==> config.mk <==
export PLATFORM = sky130hd
export DESIGN_NAME = fetch_decode_exec_unit
export DESIGN_NICKNAME = d
export VERILOG_FILES = /design/src/rtl/fetch_decode_exec_unit_pkg.sv /design/src/rtl/fetch_decode_exec_unit_exec_lane.sv /design/src/rtl/fetch_decode_exec_unit_inst_decoder.sv /design/src/rtl/fetch_decode_exec_unit_inst_mem.sv /design/src/rtl/fetch_decode_exec_unit.sv
export SDC_FILE = /design/constraint.sdc
export NUM_CORES = 1
export LEC_CHECK = 0
export CAP_MARGIN = 20
export CORE_MARGIN = 4
export CORE_UTILIZATION = 55
export CTS_CLUSTER_DIAMETER = 30
export CTS_CLUSTER_SIZE = 30
export DETAILED_ROUTE_END_ITERATION = 8
export HOLD_SLACK_MARGIN = 0.08
export PLACE_DENSITY = 0.84
export SETUP_SLACK_MARGIN = 0.5
export SLEW_MARGIN = 5
export SYNTH_ARGS = -nofsm -noshare
export SYNTH_HDL_FRONTEND = slang
export SYNTH_SLANG_ARGS = --single-unit
export TNS_END_PERCENT = 20
==> constraint.sdc <==
create_clock -name clk -period 3.3 [get_ports clk]
set_clock_uncertainty 0.1 [all_clocks]
set_input_delay 0.33 -clock clk [delete_from_list [all_inputs] [get_ports clk]]
set_output_delay 0.33 -clock clk [all_outputs]
set_load 0.03 [all_outputs]
==> src/rtl/fetch_decode_exec_unit_pkg.sv <==
// Shared widths, opcode constants and instruction field positions for the
// fetch/decode/execute slice.
package fetch_decode_exec_unit_pkg;

    localparam int unsigned INST_LEN      = 11;
    localparam int unsigned INST_SIZE_LOG = 3;
    localparam int unsigned REG_LEN       = 4;
    localparam int unsigned RF_SIZE_LOG   = 2;
    localparam int unsigned MEMI_SIZE_LOG = 3;
    localparam int unsigned MEMD_SIZE_LOG = 2;
    localparam int unsigned MEMI_WORDS    = 1 << MEMI_SIZE_LOG;

    // Instruction field bit positions: [op | rd | F | rs2]
    localparam int unsigned OP_MSB  = 10;
    localparam int unsigned OP_LSB  = 8;
    localparam int unsigned RD_MSB  = 7;
    localparam int unsigned RD_LSB  = 6;
    localparam int unsigned F_MSB   = 5;
    localparam int unsigned F_LSB   = 2;
    localparam int unsigned RS2_MSB = 1;
    localparam int unsigned RS2_LSB = 0;

    localparam logic [INST_SIZE_LOG-1:0] OP_NOP = 3'd0;
    localparam logic [INST_SIZE_LOG-1:0] OP_LI  = 3'd1;
    localparam logic [INST_SIZE_LOG-1:0] OP_ADD = 3'd2;
    localparam logic [INST_SIZE_LOG-1:0] OP_MUL = 3'd3;
    localparam logic [INST_SIZE_LOG-1:0] OP_LD  = 3'd4;
    localparam logic [INST_SIZE_LOG-1:0] OP_BR  = 3'd5;

endpackage

==> src/rtl/fetch_decode_exec_unit_exec_lane.sv <==
// Combinational execute lane: ALU, load address, branch resolution, next PC.
// Ports: x_* operands in; x_mem_addr, x_rd_data, x_taken, x_next_pc out.
module exec_lane
    import fetch_decode_exec_unit_pkg::*;
(
    input  logic [MEMI_SIZE_LOG-1:0] x_pc,
    input  logic [INST_SIZE_LOG-1:0] x_op,
    input  logic [REG_LEN-1:0]       x_rs1_imm,
    input  logic [MEMI_SIZE_LOG-1:0] x_rs1_br_offset,
    input  logic [REG_LEN-1:0]       x_rs1_data,
    input  logic [REG_LEN-1:0]       x_rs2_data,
    input  logic                     x_rd_data_use_alu,
    input  logic                     x_is_br,
    input  logic [REG_LEN-1:0]       x_mem_data,
    output logic [MEMD_SIZE_LOG-1:0] x_mem_addr,
    output logic [REG_LEN-1:0]       x_rd_data,
    output logic                     x_taken,
    output logic [MEMI_SIZE_LOG-1:0] x_next_pc
);

    logic [REG_LEN-1:0] alu;

    // Arithmetic is done at register width, so ADD/MUL wrap mod 16.
    always_comb begin
        alu = '0;
        case (x_op)
            OP_LI:   alu = x_rs1_imm;
            OP_ADD:  alu = REG_LEN'(x_rs1_data + x_rs2_data);
            OP_MUL:  alu = REG_LEN'(x_rs1_data * x_rs2_data);
            default: alu = '0;
        endcase
    end

    assign x_mem_addr = x_rs1_data[MEMD_SIZE_LOG-1:0];
    assign x_rd_data  = x_rd_data_use_alu ? alu : x_mem_data;
    assign x_taken    = x_is_br && (x_rs2_data == '0);
    // PC arithmetic at 3 bits gives the 7 -> 0 wrap.
    assign x_next_pc  = x_taken ? MEMI_SIZE_LOG'(x_pc + x_rs1_br_offset)
                                : MEMI_SIZE_LOG'(x_pc + MEMI_SIZE_LOG'(1));

endmodule

==> src/rtl/fetch_decode_exec_unit_inst_decoder.sv <==
// Combinational decoder from an instruction word to rename/ROB control fields.
// Ports: inst in; d_* field and flag outputs.
module inst_decoder
    import fetch_decode_exec_unit_pkg::*;
(
    input  logic [INST_LEN-1:0]      inst,
    output logic [INST_SIZE_LOG-1:0] d_opcode,
    output logic                     d_rs1_used,
    output logic [REG_LEN-1:0]       d_rs1_imm,
    output logic [MEMI_SIZE_LOG-1:0] d_rs1_br_offset,
    output logic [RF_SIZE_LOG-1:0]   d_rs1,
    output logic                     d_rs2_used,
    output logic [RF_SIZE_LOG-1:0]   d_rs2,
    output logic                     d_wen,
    output logic [RF_SIZE_LOG-1:0]   d_rd,
    output logic                     d_rd_data_use_alu,
    output logic                     d_mem_valid,
    output logic                     d_is_br
);

    // Field extraction is opcode-independent; F doubles as imm, rs1 and offset.
    assign d_opcode        = inst[OP_MSB:OP_LSB];
    assign d_rs1_imm       = inst[F_MSB:F_LSB];
    assign d_rs1           = inst[F_LSB+RF_SIZE_LOG-1:F_LSB];
    assign d_rs1_br_offset = inst[F_LSB+MEMI_SIZE_LOG-1:F_LSB];
    assign d_rs2           = inst[RS2_MSB:RS2_LSB];
    assign d_rd            = inst[RD_MSB:RD_LSB];

    // Per-opcode control flags; unlisted opcodes behave as NOP.
    always_comb begin
        d_rs1_used        = 1'b0;
        d_rs2_used        = 1'b0;
        d_wen             = 1'b0;
        d_rd_data_use_alu = 1'b0;
        d_mem_valid       = 1'b0;
        d_is_br           = 1'b0;
        case (d_opcode)
            OP_LI: begin
                d_wen             = 1'b1;
                d_rd_data_use_alu = 1'b1;
            end
            OP_ADD, OP_MUL: begin
                d_rs1_used        = 1'b1;
                d_rs2_used        = 1'b1;
                d_wen             = 1'b1;
                d_rd_data_use_alu = 1'b1;
            end
            OP_LD: begin
                d_rs1_used  = 1'b1;
                d_wen       = 1'b1;
                d_mem_valid = 1'b1;
            end
            OP_BR: begin
                d_rs2_used = 1'b1;
                d_is_br    = 1'b1;
            end
            default: ;
        endcase
    end

endmodule

==> src/rtl/fetch_decode_exec_unit_inst_mem.sv <==
// Instruction memory: 8x11 array, synchronous program-load port cleared by
// rst, combinational fetch port (read-before-write on a same-address write).
// Ports: clk, rst, prog_we/prog_addr/prog_data (load), f_pc -> f_inst (fetch).
module inst_mem
    import fetch_decode_exec_unit_pkg::*;
(
    input  logic                     clk,
    input  logic                     rst,
    input  logic                     prog_we,
    input  logic [MEMI_SIZE_LOG-1:0] prog_addr,
    input  logic [INST_LEN-1:0]      prog_data,
    input  logic [MEMI_SIZE_LOG-1:0] f_pc,
    output logic [INST_LEN-1:0]      f_inst
);

    logic [INST_LEN-1:0] mem [MEMI_WORDS];

    // Reset clears every word to NOP and takes priority over programming.
    always_ff @(posedge clk) begin
        if (rst) begin
            for (int i = 0; i < int'(MEMI_WORDS); i++) begin
                mem[i] <= '0;
            end
        end else if (prog_we) begin
            mem[prog_addr] <= prog_data;
        end
    end

    assign f_inst = mem[f_pc];

endmodule

==> src/rtl/fetch_decode_exec_unit.sv <==
// Fetch/decode/execute slice wrapper: instruction memory feeding the decoder,
// plus an independent execute lane driven by the ROB.
// Ports: clk, rst, prog_* load port, f_pc/f_inst fetch, d_* decode, x_* execute.
module fetch_decode_exec_unit
    import fetch_decode_exec_unit_pkg::*;
(
    input  logic                     clk,
    input  logic                     rst,
    input  logic                     prog_we,
    input  logic [MEMI_SIZE_LOG-1:0] prog_addr,
    input  logic [INST_LEN-1:0]      prog_data,
    input  logic [MEMI_SIZE_LOG-1:0] f_pc,
    output logic [INST_LEN-1:0]      f_inst,
    output logic [INST_SIZE_LOG-1:0] d_opcode,
    output logic                     d_rs1_used,
    output logic [REG_LEN-1:0]       d_rs1_imm,
    output logic [MEMI_SIZE_LOG-1:0] d_rs1_br_offset,
    output logic [RF_SIZE_LOG-1:0]   d_rs1,
    output logic                     d_rs2_used,
    output logic [RF_SIZE_LOG-1:0]   d_rs2,
    output logic                     d_wen,
    output logic [RF_SIZE_LOG-1:0]   d_rd,
    output logic                     d_rd_data_use_alu,
    output logic                     d_mem_valid,
    output logic                     d_is_br,
    input  logic [MEMI_SIZE_LOG-1:0] x_pc,
    input  logic [INST_SIZE_LOG-1:0] x_op,
    input  logic [REG_LEN-1:0]       x_rs1_imm,
    input  logic [MEMI_SIZE_LOG-1:0] x_rs1_br_offset,
    input  logic [REG_LEN-1:0]       x_rs1_data,
    input  logic [REG_LEN-1:0]       x_rs2_data,
    input  logic                     x_rd_data_use_alu,
    input  logic                     x_is_br,
    input  logic [REG_LEN-1:0]       x_mem_data,
    output logic [MEMD_SIZE_LOG-1:0] x_mem_addr,
    output logic [REG_LEN-1:0]       x_rd_data,
    output logic                     x_taken,
    output logic [MEMI_SIZE_LOG-1:0] x_next_pc
);

    inst_mem u_inst_mem (
        .clk       (clk),
        .rst       (rst),
        .prog_we   (prog_we),
        .prog_addr (prog_addr),
        .prog_data (prog_data),
        .f_pc      (f_pc),
        .f_inst    (f_inst)
    );

    inst_decoder u_inst_decoder (
        .inst              (f_inst),
        .d_opcode          (d_opcode),
        .d_rs1_used        (d_rs1_used),
        .d_rs1_imm         (d_rs1_imm),
        .d_rs1_br_offset   (d_rs1_br_offset),
        .d_rs1             (d_rs1),
        .d_rs2_used        (d_rs2_used),
        .d_rs2             (d_rs2),
        .d_wen             (d_wen),
        .d_rd              (d_rd),
        .d_rd_data_use_alu (d_rd_data_use_alu),
        .d_mem_valid       (d_mem_valid),
        .d_is_br           (d_is_br)
    );

    exec_lane u_exec_lane (
        .x_pc              (x_pc),
        .x_op              (x_op),
        .x_rs1_imm         (x_rs1_imm),
        .x_rs1_br_offset   (x_rs1_br_offset),
        .x_rs1_data        (x_rs1_data),
        .x_rs2_data        (x_rs2_data),
        .x_rd_data_use_alu (x_rd_data_use_alu),
        .x_is_br           (x_is_br),
        .x_mem_data        (x_mem_data),
        .x_mem_addr        (x_mem_addr),
        .x_rd_data         (x_rd_data),
        .x_taken           (x_taken),
        .x_next_pc         (x_next_pc)
    );

endmodule

---- After elaboration in Yosys (flattened, before gate mapping) ----
Memory sizes are Yosys's and may differ from the RTL's.
Cells that the tools add are included.
operators by class
  add/subtract/negate cells ............... 3
  multiply operators ...................... 1
  equality and inequality tests ........... 8
  muxes and demuxes ....................... 17
  reductions and logical operators ........ 7
operator list
  kind                   number
  $eq A3 B2 Y1 const B   4
  $mux W1                12
  $pmux W4 S3            1
  $mux W11               1
  $reduce_or A11 Y1      1
  $reduce_or A3 Y1       3
  $eq A3 B1 Y1 const B   2
  $eq A3 B3 Y1 const B   2
  $mux W3                2
  $add A4 B4 Y4          1
  $logic_not A4 Y1       1
  $mul A4 B4 Y4          1
  $mux W4                1
  $reduce_or A4 Y1       1
  $add A3 B1 Y3 const B  1
  $add A3 B3 Y3          1
  $logic_and A1 B1 Y1    1
storage, ports and cells
  flip-flop bits (word level) ............. 0
  bits in writable memories ............... 88
  input port bits ......................... 47
  output and inout bits ................... 43
  logic and storage cells ................. 37
  memories kept ........................... 1
memories
  memory          words  bits a word  rd ports  clocked after Yosys merged registers in  write ports  line                                   text
  u_inst_mem.mem  8      11           1         0                                        8            fetch_decode_exec_unit_inst_mem.sv:16  logic [INST_LEN-1:0] mem [MEMI_WORDS];

---- Logic depth before layout (Yosys ltp) ----
Gate-level depths: netlist of run 1.
  word-level depth ........................ 5
  depth in mapped cells ................... 9
  gate-level depth less buffers ........... 9

---- Modules after synthesis ----
Synthesis of run 1 repeated with hierarchy kept, for this count alone.
unflattened totals
  cells, all modules ...................... 347
  area total of the unflattened synthesis .. 4744.6 um^2
by module, submodules not included
  module        instances  cells an instance  area each (um^2)  sequential area each (um^2)
  inst_mem      1          260                4056.4            2642.5
  exec_lane     1          63                 510.5             0.0
  inst_decoder  1          24                 177.7             0.0

---- Worst setup path after synthesis of run 1 ----
OpenSTA, ideal clock, no wires.
  kind .................................... input-to-output
  from .................................... input port x_rs1_data[1]
  to ...................................... output port x_rd_data[3]
  arrival time ............................ 2.561 ns
  data required time ...................... 2.870 ns
  slack ................................... 0.309 ns
  stages .................................. 9
  buffers on the path ..................... 0
  cell sequence ........................... ha_1 > ha_1 > ha_1 > ha_1 > xor2_1 > xnor2_1 > nor2b_1 > mux2i_1 > o31ai_1
between the ends
  cells in the longest elaborated chain, start to end .. 3
  elaborated cells on any way between the ends .. 4
  classes of those cells .................. add/sub: 1; mul: 1; mux: 2
RTL lines
  what                                                   line                                                                            text
  start, declared                                        fetch_decode_exec_unit.sv:30                                                    input logic [REG_LEN-1:0] x_rs1_data,
  $mul A4 B4 Y4 / $add A4 B4 Y4 (equally long branches)  fetch_decode_exec_unit_exec_lane.sv:29, fetch_decode_exec_unit_exec_lane.sv:28
  $pmux W4 S3 (*)                                        fetch_decode_exec_unit_exec_lane.sv:26                                          case (x_op)
  $mux W4 (*)                                            fetch_decode_exec_unit_exec_lane.sv:35                                          assign x_rd_data = x_rd_data_use_alu ? alu : x_mem_data;
  end, declared                                          fetch_decode_exec_unit.sv:36                                                    output logic [REG_LEN-1:0] x_rd_data,
Mark *: on every way between the ends. The rest lies on a longest branch, timed or not.

---- Final worst setup path of run 1 ----
  from .................................... input port f_pc[0]
  to ...................................... output port d_opcode[0]
between the ends
  cells in the longest elaborated chain, start to end .. 1
RTL lines
  what             line                          text
  start, declared  fetch_decode_exec_unit.sv:12  input logic [MEMI_SIZE_LOG-1:0] f_pc,
  $mem_v2 Z8 W11   -
  end, declared    fetch_decode_exec_unit.sv:14  output logic [INST_SIZE_LOG-1:0] d_opcode,
No other way between the ends.

==> results of run 1 <==
-- metrics by stage --
| stage | hold slack [ns] | area [um2] | power (W) | setup slack [ns] |
|---|---|---|---|---|
| after global routing | 0.693 | 5870 | 0.00264 | 0.252 |
| after global placement | 1.04 | 5650 | 0.00191 | -0.0794 |
| after floorplan | 0.428 | 4700 | 0.00170 | 0.524 |
| after CTS | 0.669 | 5860 | 0.00256 | 0.285 |
| final | 0.688 | 5870 | 0.00254 | 0.290 |
| after detailed placement | 1.04 | 5650 | 0.00193 | -0.101 |
-- final timing paths --
| check | to | slack (ns) | cells after the start |
|---|---|---|---|
| setup / recovery | d_opcode[0] | 0.29 | 5 |
| hold / removal | u_inst_mem.mem[1][6]$_SDFFCE_PN0P_ | 0.69 | 2 |
-- power breakdown --
group	switching [W]	internal [W]
registers	0.0000165	0.00130
clock network	0.000370	0.000266
logic	0.000322	0.000268
total	0.000708	0.00183
-- timing repair --
action	4_1_cts	5_1_grt
resized for setup	34	7
endpoints found under the setup margin	39	37
pin swaps	10	0
gates cloned	0	0
hold buffers	0	0
-- metal layers --
layer,routed length (um),global-route usage (%),vias up
met5,0,0,-
met4,142,6.53,0
met2,5400,37.4,105
met3,569,3.20,12
met1,4220,28.2,1485
li1,-,-,1366
-- cell usage after synthesis (2+ instances only) --
cell	number	area (um2)
nand2b_1	5	31.3
nor3_1	2	10.0
nor2b_1	2	12.5
buf_4	18	135
clkbuf_1	10	37.5
mux2_2	12	135
a22oi_1	3	22.5
xnor2_1	5	43.8
and3_1	2	12.5
and2_1	93	582
mux4_1	10	263
or2_2	8	50.1
mux4_2	12	270
o22ai_1	3	18.8
nand2_1	10	37.5
edfxtp_1	88	2640
inv_1	7	26.3
xor2_1	4	35.0
ha_1	8	100
fa_1	2	40.0
mux2i_1	2	20.0
nand3b_1	3	22.5
nor2_1	9	33.8
-- logic make-up after synthesis --
logic type / Yosys count / synth area share, %
AND/OR/NAND/NOR: 139 / 17.8
flip-flops: 88 / 56.2
buffers and inverters: 38 / 4.66
multiplexers: 37 / 15.0
AO/OA/AOI/OAI: 11 / 1.68
adder cells (fa/ha/maj): 10 / 2.98
XOR/XNOR: 9 / 1.68
-- layout make-up --
class                           instances  area [um2]  share of cell area (%)
Clock buffer                            9         124                    2.11
Clock inverter                          6        37.5                   0.639
Inverter                                7        26.3                   0.447
Multi-Input combinational cell        206        1910                    32.5
Sequential cell                        88        2640                    45.0
Tap cell                              105         131                    2.24
Timing Repair Buffer                  106        1000                    17.1
-- cells in the final DEF (no fill, tap or decap), drive strengths merged, types with 2 or more instances in the layout --
cell / Yosys / layout
nor2: 9 / 9
nor2b: 2 / 2
mux2i: 2 / 2
mux2: 13 / 13
dlymetal6s2s: 0 / 6
inv: 7 / 7
nand2: 10 / 10
clkinv: 0 / 5
edfxtp: 88 / 88
nand2b: 5 / 5
xor2: 4 / 4
nor3: 2 / 2
xnor2: 5 / 5
and3: 2 / 2
buf: 21 / 28
a22oi: 3 / 3
or2: 8 / 8
mux4: 22 / 22
clkdlybuf4s15: 0 / 2
fa: 2 / 2
dlygate4sd2: 0 / 6
nand3b: 3 / 3
clkdlybuf4s50: 0 / 64
clkbuf: 10 / 9
o22ai: 3 / 3
and2: 93 / 93
ha: 8 / 8
==> reports/summary.txt, run 1 <==
Post-DP HPWL -> 7160 um
Vias in the first global route -> 3090
DRC viols -> 0
Cell count after synthesis -> 332
Sequential area share after synthesis -> 56.2%
Nets -> 475
CP startpoint kind -> primary input
Cell total after placement -> 512
Antenna diodes -> 0
Antenna violations before repair -> 0
Io pins -> 90
Async S/R FF share, synth -> 0%
Cell mode on critical path -> clkdlybuf4s50_1
Syn. warnings -> 0
Syn Area/Cell -> 14.2 um2
Vias/cell -> 5.63
Aggregate global-route resource usage -> 21.6%
RSZ-0062 raised after global routing -> true
Post-synth cell types -> 37
Fin util -> 71.1%
PD cells -> 432 nW/um2
First-pass GRT wire length -> 16300 um
# clock sinks -> 88
Leak -> 2.26 nW
Hold Startpoint -> prog_data[6]
Mapped cell area -> 4700 um2
Regs by FF count -> u_inst_mem.mem (88)
Critical Path Source -> f_pc[0]
Arr. time, crit path -> 2.58 ns
Largest net degree at the start of global routing -> 23
Fraction of layout cells with a size suffix above 1 -> 20.4%
Top FF cell, synth -> edfxtp_1
Slew @ Worst Pin -> 0.380 ns
GRT overflow -> 0
CP Max Fanout -> 22
Maximum vdd ir drop -> 0.000288 V
Biggest register -> u_inst_mem.mem
Max reg flops -> 88
Setup TNS -> 0 ns
H-Tree Depth -> 3
Drt total wl -> 10300 um
Crit-path slowest cell -> clkdlybuf4s50_1
Outcome -> complete, no violations
Crit path buf inv count -> 3
Setup bufs post-CTS -> 0
Minimum clock period -> 3.01 ns
DR vias -> 2968
Max-cap violations -> 0
Port Buffers -> 89
Rel. slew slack -> 74.7%
Gpl congestion -> 0.785
Die area -> 10100 um2
Final Hold Vio Count -> 0
Max Root-Sink Buffers -> 2
Classification of the worst setup path -> in -> out
Reg clk slew, reported paths -> 0.08 ns
Number of buffers created by CTS -> 9
Fmax achieved -> 332 MHz
Iteration-0 DRC Markers -> 163
#FFs+latches synth -> 88
Hold crit path type -> in -> reg
FILL cells -> 569
CTS Root Cell -> clkbuf_8
Worst setup EP type -> output pin
Routed len/inst -> 19.6 um
Antenna viol nets, final -> 0
Initial core utilization -> 56.9%
Area grow syn2layout -> 25.0%
Row cnt -> 33
CP peak stage delay -> 0.60 ns
Slew Limit Fails -> 0
CTS tree -> yes
Net Count, Synth -> 389
Setup-failing EPs final -> 0
Post-synth EDFFs -> 88
Final cell count without fillers -> 527
Top delay family on crit path -> buffers and inverters
CORE AREA -> 8260 um2
Final period util -> 91.2%
Worst path cell trace -> clkdlybuf4s50_1 > buf_12 > mux4_1 > mux2_2 > clkdlybuf4s50_1
Pre-antenna DRT Iters -> 4
Die H -> 100 um
Worst Path Required -> 2.87 ns
Die Wd -> 100 um
Power figures use the tool's default switching activity.
==> inputs of run 2 (changes only) <==
--- a/config.mk
+++ b/config.mk
@@ -5,7 +5,6 @@
 export SDC_FILE = /design/constraint.sdc
 export NUM_CORES = 1
 export LEC_CHECK = 0
-export CAP_MARGIN = 20
 export CORE_MARGIN = 4
 export CORE_UTILIZATION = 55
 export CTS_CLUSTER_DIAMETER = 30
==> results of run 2 <==
The final DEF is identical to that of run 1; final timing and power are the same.
==> inputs of run 3 (changes only) <==
--- a/config.mk
+++ b/config.mk
@@ -7,6 +7,7 @@
 export LEC_CHECK = 0
 export CORE_MARGIN = 4
 export CORE_UTILIZATION = 55
+export CTS_BUF_LIST = sky130_fd_sc_hd__clkbuf_16
 export CTS_CLUSTER_DIAMETER = 30
 export CTS_CLUSTER_SIZE = 30
 export DETAILED_ROUTE_END_ITERATION = 8
==> run 3 against run 2 <==
Compared with the run above:
- power rose by 10%
- core utilization increased by 1.2 points
- die area stayed put
- hold slack better by 0.024 ns
- critical endpoint unchanged
- largest power group unchanged
==> reports/summary.txt, run 3 (synthesis gave the netlist of run 1 again) <==
Minimum clock period -> 3.00 ns
WL met2 -> 5560 um
Antenna violations before repair -> 0
Drt total wl -> 10600 um
CTS Root Cell -> clkbuf_16
DP Area -> 5650 um2
Vias in the first global route -> 3142
Io pins -> 90
Pre-antenna DRT Iters -> 4
Regs by FF count -> u_inst_mem.mem (88)
NetSw -> 0.000733 W
DR vias -> 2995
Fmax achieved -> 333 MHz
Max-cap violations -> 0
Max reg flops -> 88
Slew Limit Fails -> 0
PnR Total Power -> 0.00280 W
Number of buffers created by CTS -> 9
Die H -> 100 um
Comb pwr share -> 21.1%
Routed len/inst -> 20.1 um
Arr. time, crit path -> 2.57 ns
Worst Path Required -> 2.87 ns
DR top layer -> met4
Sw Share -> 26.2%
Antenna diodes -> 0
Max Root-Sink Buffers -> 2
Largest net degree at the start of global routing -> 23
H-Tree Depth -> 3
Area grow syn2layout -> 27.1%
Nets -> 475
Clock Power Share -> 31.9%
Reg clk slew, reported paths -> 0.06 ns
Biggest register -> u_inst_mem.mem
Die area -> 10100 um2
Final cell count without fillers -> 527
Hold path cells -> 2
CP Max Fanout -> 22
Hold_buf cts -> 0
Part of the power in registers -> 47.0%
Final period util -> 91.0%
Die Wd -> 100 um
Leading cell type in the layout, fill and taps excluded -> and2_1
Leading cell types in the layout, fill and taps excluded -> 91 x and2_1, 88 x edfxtp_1, 64 x clkdlybuf4s50_1
Final instance area -> 5970 um2
Aggregate global-route resource usage -> 21.9%
GRT overflow -> 0
Classification of the worst setup path -> in -> out
Gpl congestion -> 0.785
Antenna viol nets, final -> 0
RSZ-0062 raised after global routing -> true
Met3 wire len -> 708 um
Hold crit path type -> in -> reg
PD cells -> 469 nW/um2
Slew @ Worst Pin -> 0.370 ns
Cell total after placement -> 512
DRC viols -> 0
Leak -> 2.31 nW
Initial core utilization -> 56.9%
CORE AREA -> 8260 um2
# clock sinks -> 88
Cell Int Power -> 0.00207 W
Maximum vdd ir drop -> 0.000372 V
Iteration-0 DRC Markers -> 208
Routed metal-1 wirelength -> 4170 um
Vias/cell -> 5.68
Worst setup EP type -> output pin
First-pass GRT wire length -> 16500 um
CTS tree -> yes
Port Buffers -> 89
Setup-failing EPs final -> 0
Outcome -> complete, no violations
Post-DP HPWL -> 7160 um
Rel. slew slack -> 75.3%
Fin util -> 72.3%
Fraction of layout cells with a size suffix above 1 -> 20.1%
CP startpoint kind -> primary input
Final Hold Vio Count -> 0
Row cnt -> 33
-- run 3: worst max-delay path, stage by stage --
cell and delay [ns]:
clkdlybuf4s50_1 0.51, buf_12 0.22, mux4_1 0.59, mux2_2 0.32
clkdlybuf4s50_1 0.60
-- run 3: worst paths after layout --
path | start | endpoint | slack [ns]
worst max-delay path | f_pc[0] | d_opcode[0] | 0.30
worst min-delay path | prog_data[6] | u_inst_mem.mem[1][6]$_SDFFCE_PN0P_ | 0.71
-- run 3: cell type report --
| type | instances | area [um2] |
|---|---|---|
| Sequential cell | 88 | 2640 |
| Fill cell | 542 | 2290 |
| Multi-Input combinational cell | 206 | 1900 |
| Timing Repair Buffer | 106 | 1000 |
| Clock buffer | 9 | 225 |
| Tap cell | 105 | 131 |
| Clock inverter | 6 | 37.5 |
| Inverter | 7 | 26.3 |
-- run 3: metal layers --
| metal | vias up | global-route usage [%] |
|---|---|---|
| li1 | 1372 | - |
| met1 | 1491 | 28.3 |
| met2 | 117 | 38.4 |
| met3 | 15 | 2.85 |
| met4 | 0 | 7.05 |
| met5 | - | 0 |
-- run 3: per-stage QoR --
stage          hold slack (ns)  setup slack (ns)  setup TNS, ns
5_1_grt                  0.723             0.252              0
3_5_place_dp              1.04            -0.101         -0.101
2_1_floorplan            0.428             0.524              0
3_3_place_gp              1.04           -0.0794        -0.0794
4_1_cts                  0.702             0.286              0
6_report                 0.712             0.295              0
-- run 3: power by group through the flow --
stage | combinational [W] | clock, W | sequential [W]
floorplan | 0.000370 | 0 | 0.00133
global placement | 0.000579 | 0 | 0.00133
detailed placement | 0.000591 | 0 | 0.00134
CTS | 0.000595 | 0.000904 | 0.00132
global route | 0.000625 | 0.000950 | 0.00132
finish | 0.000590 | 0.000894 | 0.00132
-- run 3: what timing repair did --
action,in CTS,in global routing
gates resized for setup,33,7
endpoints found under the setup margin,39,37
buffers inserted,0,0
pin swaps,10,0
endpoints found under the hold margin,0,0
